**src/rtl/pipelined_add_sub.sv**
```systemverilog
// rtl/pipelined_add_sub.sv - pipelined chunked two's-complement adder/subtractor with carry and overflow flags
module pipelined_add_sub #(
    parameter int WIDTH = 32,
    parameter int CHUNK = 8
) (
    input  logic             clk,
    input  logic             rst,
    input  logic             in_valid,
    output logic             in_ready,
    input  logic [WIDTH-1:0] A,
    input  logic [WIDTH-1:0] B,
    input  logic             sub,
    output logic             out_valid,
    input  logic             out_ready,
    output logic [WIDTH-1:0] Y,
    output logic             CB,
    output logic             OV
);
    // WIDTH must be an integer multiple of CHUNK; one slice is resolved per stage.
    localparam int STAGES = WIDTH / CHUNK;

    // Per-stage state. Operand registers hold the not-yet-added upper slices
    // shifted down, so the next slice to resolve always sits in the low CHUNK
    // bits. The result register collects finished slices from the top and
    // shifts them down, so after the last stage slice 0 lands at bit 0.
    logic [WIDTH-1:0]  r_a [STAGES];
    logic [WIDTH-1:0]  r_b [STAGES];
    logic [WIDTH-1:0]  r_y [STAGES];
    logic [STAGES-1:0] r_c;
    logic [STAGES-1:0] r_v;
    logic              r_ov;

    // Per-stage inputs (from the ports for stage 0, else from the previous stage).
    logic [WIDTH-1:0]  w_a_src [STAGES];
    logic [WIDTH-1:0]  w_b_src [STAGES];
    logic [WIDTH-1:0]  w_y_src [STAGES];
    logic [STAGES-1:0] w_c_src;
    logic [STAGES-1:0] w_v_src;

    // Per-stage next values.
    logic [CHUNK:0]    w_sum   [STAGES];
    logic [WIDTH-1:0]  w_a_nxt [STAGES];
    logic [WIDTH-1:0]  w_b_nxt [STAGES];
    logic [WIDTH-1:0]  w_y_nxt [STAGES];
    logic              w_ov;
    logic              w_adv;

    // The whole pipeline moves together unless a finished beat is stuck at the output.
    assign w_adv    = !r_v[STAGES-1] || out_ready;
    assign in_ready = w_adv;

    assign out_valid = r_v[STAGES-1];
    assign Y         = r_y[STAGES-1];
    assign CB        = r_c[STAGES-1];
    assign OV        = r_ov;

    // Route each stage's inputs: stage 0 takes the ports (B inverted and carry-in
    // set for subtraction), later stages take the previous stage's registers.
    always_comb begin
        w_c_src = '0;
        w_v_src = '0;
        for (int k = 0; k < STAGES; k++) begin
            w_a_src[k] = '0;
            w_b_src[k] = '0;
            w_y_src[k] = '0;
        end
        w_a_src[0] = A;
        w_b_src[0] = sub ? ~B : B;
        w_y_src[0] = '0;
        w_c_src[0] = sub;
        w_v_src[0] = in_valid;
        for (int k = 1; k < STAGES; k++) begin
            w_a_src[k] = r_a[k-1];
            w_b_src[k] = r_b[k-1];
            w_y_src[k] = r_y[k-1];
            w_c_src[k] = r_c[k-1];
            w_v_src[k] = r_v[k-1];
        end
    end

    // Resolve one CHUNK-bit slice per stage and skew the remaining operand and
    // result bits forward; overflow is derived in the top stage from the MSB.
    always_comb begin
        for (int k = 0; k < STAGES; k++) begin
            w_sum[k]   = {1'b0, w_a_src[k][CHUNK-1:0]}
                       + {1'b0, w_b_src[k][CHUNK-1:0]}
                       + {{CHUNK{1'b0}}, w_c_src[k]};
            w_a_nxt[k] = w_a_src[k] >> CHUNK;
            w_b_nxt[k] = w_b_src[k] >> CHUNK;
            w_y_nxt[k] = WIDTH'({w_sum[k][CHUNK-1:0], w_y_src[k]} >> CHUNK);
        end
        // Carry into the MSB is a^b^sum at that bit; overflow is that XOR carry out.
        w_ov = w_a_src[STAGES-1][CHUNK-1] ^ w_b_src[STAGES-1][CHUNK-1]
             ^ w_sum[STAGES-1][CHUNK-1] ^ w_sum[STAGES-1][CHUNK];
    end

    // Pipeline registers: cleared on reset, advanced in lockstep on w_adv, held otherwise.
    always_ff @(posedge clk) begin
        if (rst) begin
            for (int k = 0; k < STAGES; k++) begin
                r_a[k] <= '0;
                r_b[k] <= '0;
                r_y[k] <= '0;
            end
            r_c  <= '0;
            r_v  <= '0;
            r_ov <= 1'b0;
        end else if (w_adv) begin
            for (int k = 0; k < STAGES; k++) begin
                r_a[k] <= w_a_nxt[k];
                r_b[k] <= w_b_nxt[k];
                r_y[k] <= w_y_nxt[k];
                r_c[k] <= w_sum[k][CHUNK];
                r_v[k] <= w_v_src[k];
            end
            r_ov <= w_ov;
        end
    end
endmodule

```
**config.mk**
```make
export PLATFORM = sky130hd
export DESIGN_NAME = pipelined_add_sub
export DESIGN_NICKNAME = d
export VERILOG_FILES = /design/src/rtl/pipelined_add_sub.sv
export SDC_FILE = /design/constraint.sdc
export NUM_CORES = 1
export LEC_CHECK = 0
export BUFFER_PORTS_ARGS = -buffer_cell sky130_fd_sc_hd__buf_2
export CAP_MARGIN = 20
export CORE_MARGIN = 2
export CORE_UTILIZATION = 58
export DETAILED_ROUTE_END_ITERATION = 12
export PLACE_DENSITY_LB_ADDON = 0.3
export SYNTH_ARGS = -nofsm -noshare
export SYNTH_HDL_FRONTEND = slang
export SYNTH_SLANG_ARGS = --single-unit
```
**constraint.sdc**
```tcl
create_clock -name clk -period 7.5 [get_ports clk]
set_input_delay 1.5 -clock clk [delete_from_list [all_inputs] [get_ports clk]]
set_output_delay 1.5 -clock clk [all_outputs]
set_load 0.05 [all_outputs]
```
Word level (Yosys, flattened, before mapping)
Memory sizes are Yosys's and may differ from the RTL's.
Index checks and enable logic that the tools add are counted.
Widths: inputs -> output; s select.
- memories: 3
- word-level logic and storage cells: 50
- register bits after elaboration: 9
- output and inout bits: 36
- bits in writable memories: 320
- bits of input ports: 69
- muxes and demuxes: 18
- bitwise logic cells: 16
- $add $sub $neg: 8
- reduce and logical (&&, ||, !) cells: 2
- memory list (memory ; words ; bits a word ; read ports ; clocked after memory_dff ; write ports ; line ; source):
    r_y ; 4 ; 32 ; 4 ; 0 ; 4 ; 28 ; logic [WIDTH-1:0] r_y [STAGES];
    r_a ; 4 ; 24 ; 3 ; 0 ; 4 ; 26 ; logic [WIDTH-1:0] r_a [STAGES];
    r_b ; 4 ; 24 ; 3 ; 0 ; 4 ; 27 ; logic [WIDTH-1:0] r_b [STAGES];
- operator list (operator ; count):
    $mux 24 ; 8
    $mux 32 ; 5
    $add 8x8->9 ; 4
    $add 9x1->9 ; 4
    $not 32->32 ; 1
    $or 1x1->1 ; 12
    $mux 1 ; 5
    $xor 1x1->1 ; 3
    $logic_not 1->1 ; 1
    $logic_or 1x1->1 ; 1

Logic depth before layout (Yosys ltp)
- depth in word-level cells: 6
- depth in mapped cells: 9
- depth with buffers taken out: 8

Worst setup path after synthesis
Ideal clock, no wire load.
- path type: input to register
- start point: input port out_ready
- end point: memory r_a[0][0] (netlist name) (enable)
- setup time: 0.528 ns
- buffers on the path: 0
- data arrival time: 5.358 ns
- setup slack: 1.615 ns
- required time: 6.972 ns
- stages: 4
- path through: nor2b_4 -> inv_2 -> nor2_1 -> inv_1
- RTL lines (item ; line ; source):
    start: declaration ; 14 ; input logic out_ready,
    end: declaration ; 26 ;

Worst setup path after layout
- start point: input port out_ready
- end point: output port in_ready
- word-level cells in the longest chain between the ends: 1
- RTL lines (item ; line ; source):
    $logic_or 1x1->1 ; 49 ; assign w_adv = !r_v[STAGES-1] || out_ready;
    end: declaration ; 9 ; output logic in_ready,
No other way between the ends.

==> impl_metrics.env <==
export IMPL_status="complete, no violations"
export IMPL_regToRegSetupSlack_ns=4.83
export IMPL_yosys_most_used_dff="edfxtp_1"
export IMPL_wl_mm=13.39
export IMPL_cts_sinks=185
export IMPL_synth_edff_count=176
export IMPL_holdWs_ns=0.4556
export IMPL_dr_pass1_iters=5
export IMPL_power_frac_clock_pct=36.0
export IMPL_start_util_pct=58.87
export IMPL_relSlewSlack_pct=28.58
export IMPL_synthesis_nets=732
export IMPL_cts_buffers=17
export IMPL_power_leakage_nw=4.071
export IMPL_worstSetupPathType="input pin to primary output"
export IMPL_synth_area_leaders="edfxtp_1 62%, and2_1 9.4%, ha_1 4.1%"
export IMPL_place_gp_congestion=0.9671
export IMPL_synth_commonest_cells="176 x edfxtp_1, 128 x and2_1, 64 x nor2_1, 33 x buf_4, 33 x xnor2_1"
export IMPL_fin_tns_setup_ns=0
export IMPL_drtIter0Drc=324
export IMPL_setup_violations=0
export IMPL_synthArstFlopShare_pct=0
export IMPL_worstReg2RegEnd="r_a[0][12]"
export IMPL_syn_area_mm2=0.008492
export IMPL_min_path_type="register to register"
export IMPL_io_buffer_count=104
export IMPL_cp_slowest_cell="buf_2"
export IMPL_crit_fanout=10
export IMPL_hold_depth=2
export IMPL_ios=105
export IMPL_n_antenna_cell=0
export IMPL_antenna_found_initial=1
export IMPL_switching_share_pct=22.98
export IMPL_final_nets=800
export IMPL_drc_errors=0
export IMPL_first_global_vias=4709
export IMPL_post_dp_hpwl_mm=8.824
export IMPL_overflow=0
export IMPL_p_seq_share_pct=53.9
export IMPL_syn_inst=628
export IMPL_drive_above_1_share_pct=21.19
export IMPL_track_usage_pct=17.97
export IMPL_synth_distinct_cells=44
export IMPL_clockBufferDepth=2
export IMPL_antenna_left=0
export IMPL_cts_tree="yes"
export IMPL_yosysTopAreaCellShare_pct=62.24
export IMPL_critPathLaunchType="input pin"
export IMPL_seq_area_frac_synth_pct=64.36
export IMPL_core_mm2=0.01442
export IMPL_post_cts_buffers=0
export IMPL_h_tree_depth=4
export IMPL_ys_seq_elements=185
export IMPL_internal_power_mw=1.750
export IMPL_yosys_area_top_type="edfxtp_1"
export IMPL_irDropWorstVdd_v=0.0001716
export IMPL_cts_root_buf="clkbuf_16"
export IMPL_hold_viol_final=0
export IMPL_reg2regPathDepth=5
export IMPL_critPathCapture="in_ready"
export IMPL_powerDensity_mw_per_mm2=240.2
export IMPL_clock_latency_ns=0.43
export IMPL_max_stage_delay_ns=0.24
export IMPL_wl_per_cell_um=15.01
export IMPL_worst_path_most_repeated_cell="buf_2"
export IMPL_grt_pass1_wl_mm=21.85
export IMPL_vias=4620
export IMPL_dieArea_mm2=0.01563
export IMPL_critPathArrivalTime_ns=2.21
export IMPL_worstSetupEndpointType="primary output"
export IMPL_fin_crit_sh_pct=49.41
export IMPL_hold_buffers=0
export IMPL_crit_chain="buf_2 -> nor2b_4 -> inv_2 -> buf_2"
export IMPL_die_height_um=125
export IMPL_grt_max_degree=112
export IMPL_p_sw_mw=0.5221
export IMPL_area_delta_synth_final_pct=11.37
export IMPL_cts_resized_gates=0
export IMPL_skew_ns=0.008075
export IMPL_worstMarginPinSlew_ns=1.071
export IMPL_rr_startpoint="r_v[3]"
export IMPL_synth_most_common_cell="edfxtp_1"
export IMPL_critPathLaunch="out_ready"
export IMPL_clkTransAtPathRegs_ns=0.06
export IMPL_viasPerCell=5.179
export IMPL_row_count=44
export IMPL_critical_path_required_ns=6.00
export IMPL_drv_cap=0
export IMPL_rsz0062_at_grt="no"
export IMPL_post_route_min_period_ns=3.706
export IMPL_die_w_um=125
export IMPL_fill_cells=1063
export IMPL_timing_fmax_mhz=269.8
export IMPL_report_final_slew_viol_count=0
export IMPL_pwr_share_comb_pct=10.1
export IMPL_yosysWarnings=0
export IMPL_avgSynthCellArea_um2=13.52
[cells in the final DEF (no fill, tap or decap), types with 9 or more instances in the layout]
cell,instances
buf_2,104
and2_1,128
xor2_1,15
a21oi_1,15
a211oi_1,9
o21ai_0,13
xnor2_1,33
edfxtp_1,176
dfxtp_1,9
ha_1,28
nor2_1,63
clkbuf_16,17
nand2_1,11
[cells by family (layout without fill, tap and decap cells)]
group           Yosys count  count (layout)  share of synthesized area [%]
mux                       2               2                         0.2358
compound gates           70              70                          5.894
simple gates            222             222                          14.26
flops                   185             185                          64.36
xor+xnor                 48              48                          4.951
buf+inv                  66             146                          4.523
fa+ha+maj                35              35                          5.776
[critical path, delay by kind of cell]
kind / cells / cell delay [ns]
and+or+nand+nor: 1 / 0.21
buffers and inverters: 3 / 0.49
[layout make-up]
type                            instances  area (um^2)  area share, %
Multi-Input combinational cell        377         2653          28.05
Clock inverter                         13        106.4          1.124
Clock buffer                           18        429.2          4.538
Tap cell                              184        230.2          2.434
Sequential cell                       185         5465          57.79
Timing Repair Buffer                  106        535.5          5.662
Inverter                                9        38.79         0.4101
[through the flow]
stage / std cells / utilization (%) / total power, mW / worst slack (ns) / area [um^2]
floorplan: 628 / - / 1.424 / 1.615 / 8492
global placement: 861 / 61.86 / 1.462 / 3.615 / 8922
detailed placement: 861 / 61.86 / 1.477 / 3.468 / 8922
CTS: 892 / 65.57 / 2.288 / 3.785 / 9458
global route: 892 / 65.57 / 2.357 / 3.705 / 9458
finish: 892 / 65.57 / 2.272 / 3.794 / 9458
[state kept, by name, indices dropped and copies added (netlist names)]
name and flops:
OV 1, r_a 48, r_b 48, r_c 4, r_v 4, r_y 80
[worst min path at each step]
stage                start  slack (ns)  endpoint
global route        r_v[1]        0.49    r_v[1]
finish              r_v[0]        0.46    r_v[0]
floorplan           r_v[0]        0.43    r_v[0]
global placement    r_v[2]        0.44    r_v[2]
detailed placement  r_v[0]        0.45    r_v[0]
CTS                 r_v[0]        0.45    r_v[0]
[metal layers]
layer	routed length, um	global-route usage [%]	vias up	share of wire, %
li1	-	-	2292	-
met1	5274	20.99	2187	39
met2	7027	31.65	117	52
met3	737	4.407	24	5.5
met4	348	7.843	0	2.6
met5	0	0	-	0
[power groups by stage]
stage	logic (mW)	registers [mW]	clock network [mW]
after floorplan	0.182	1.24	0
after global placement	0.218	1.24	0
after detailed placement	0.229	1.25	0
after CTS	0.231	1.23	0.832
after global routing	0.253	1.23	0.873
final	0.230	1.22	0.818
(Power assumes the default switching activity.)
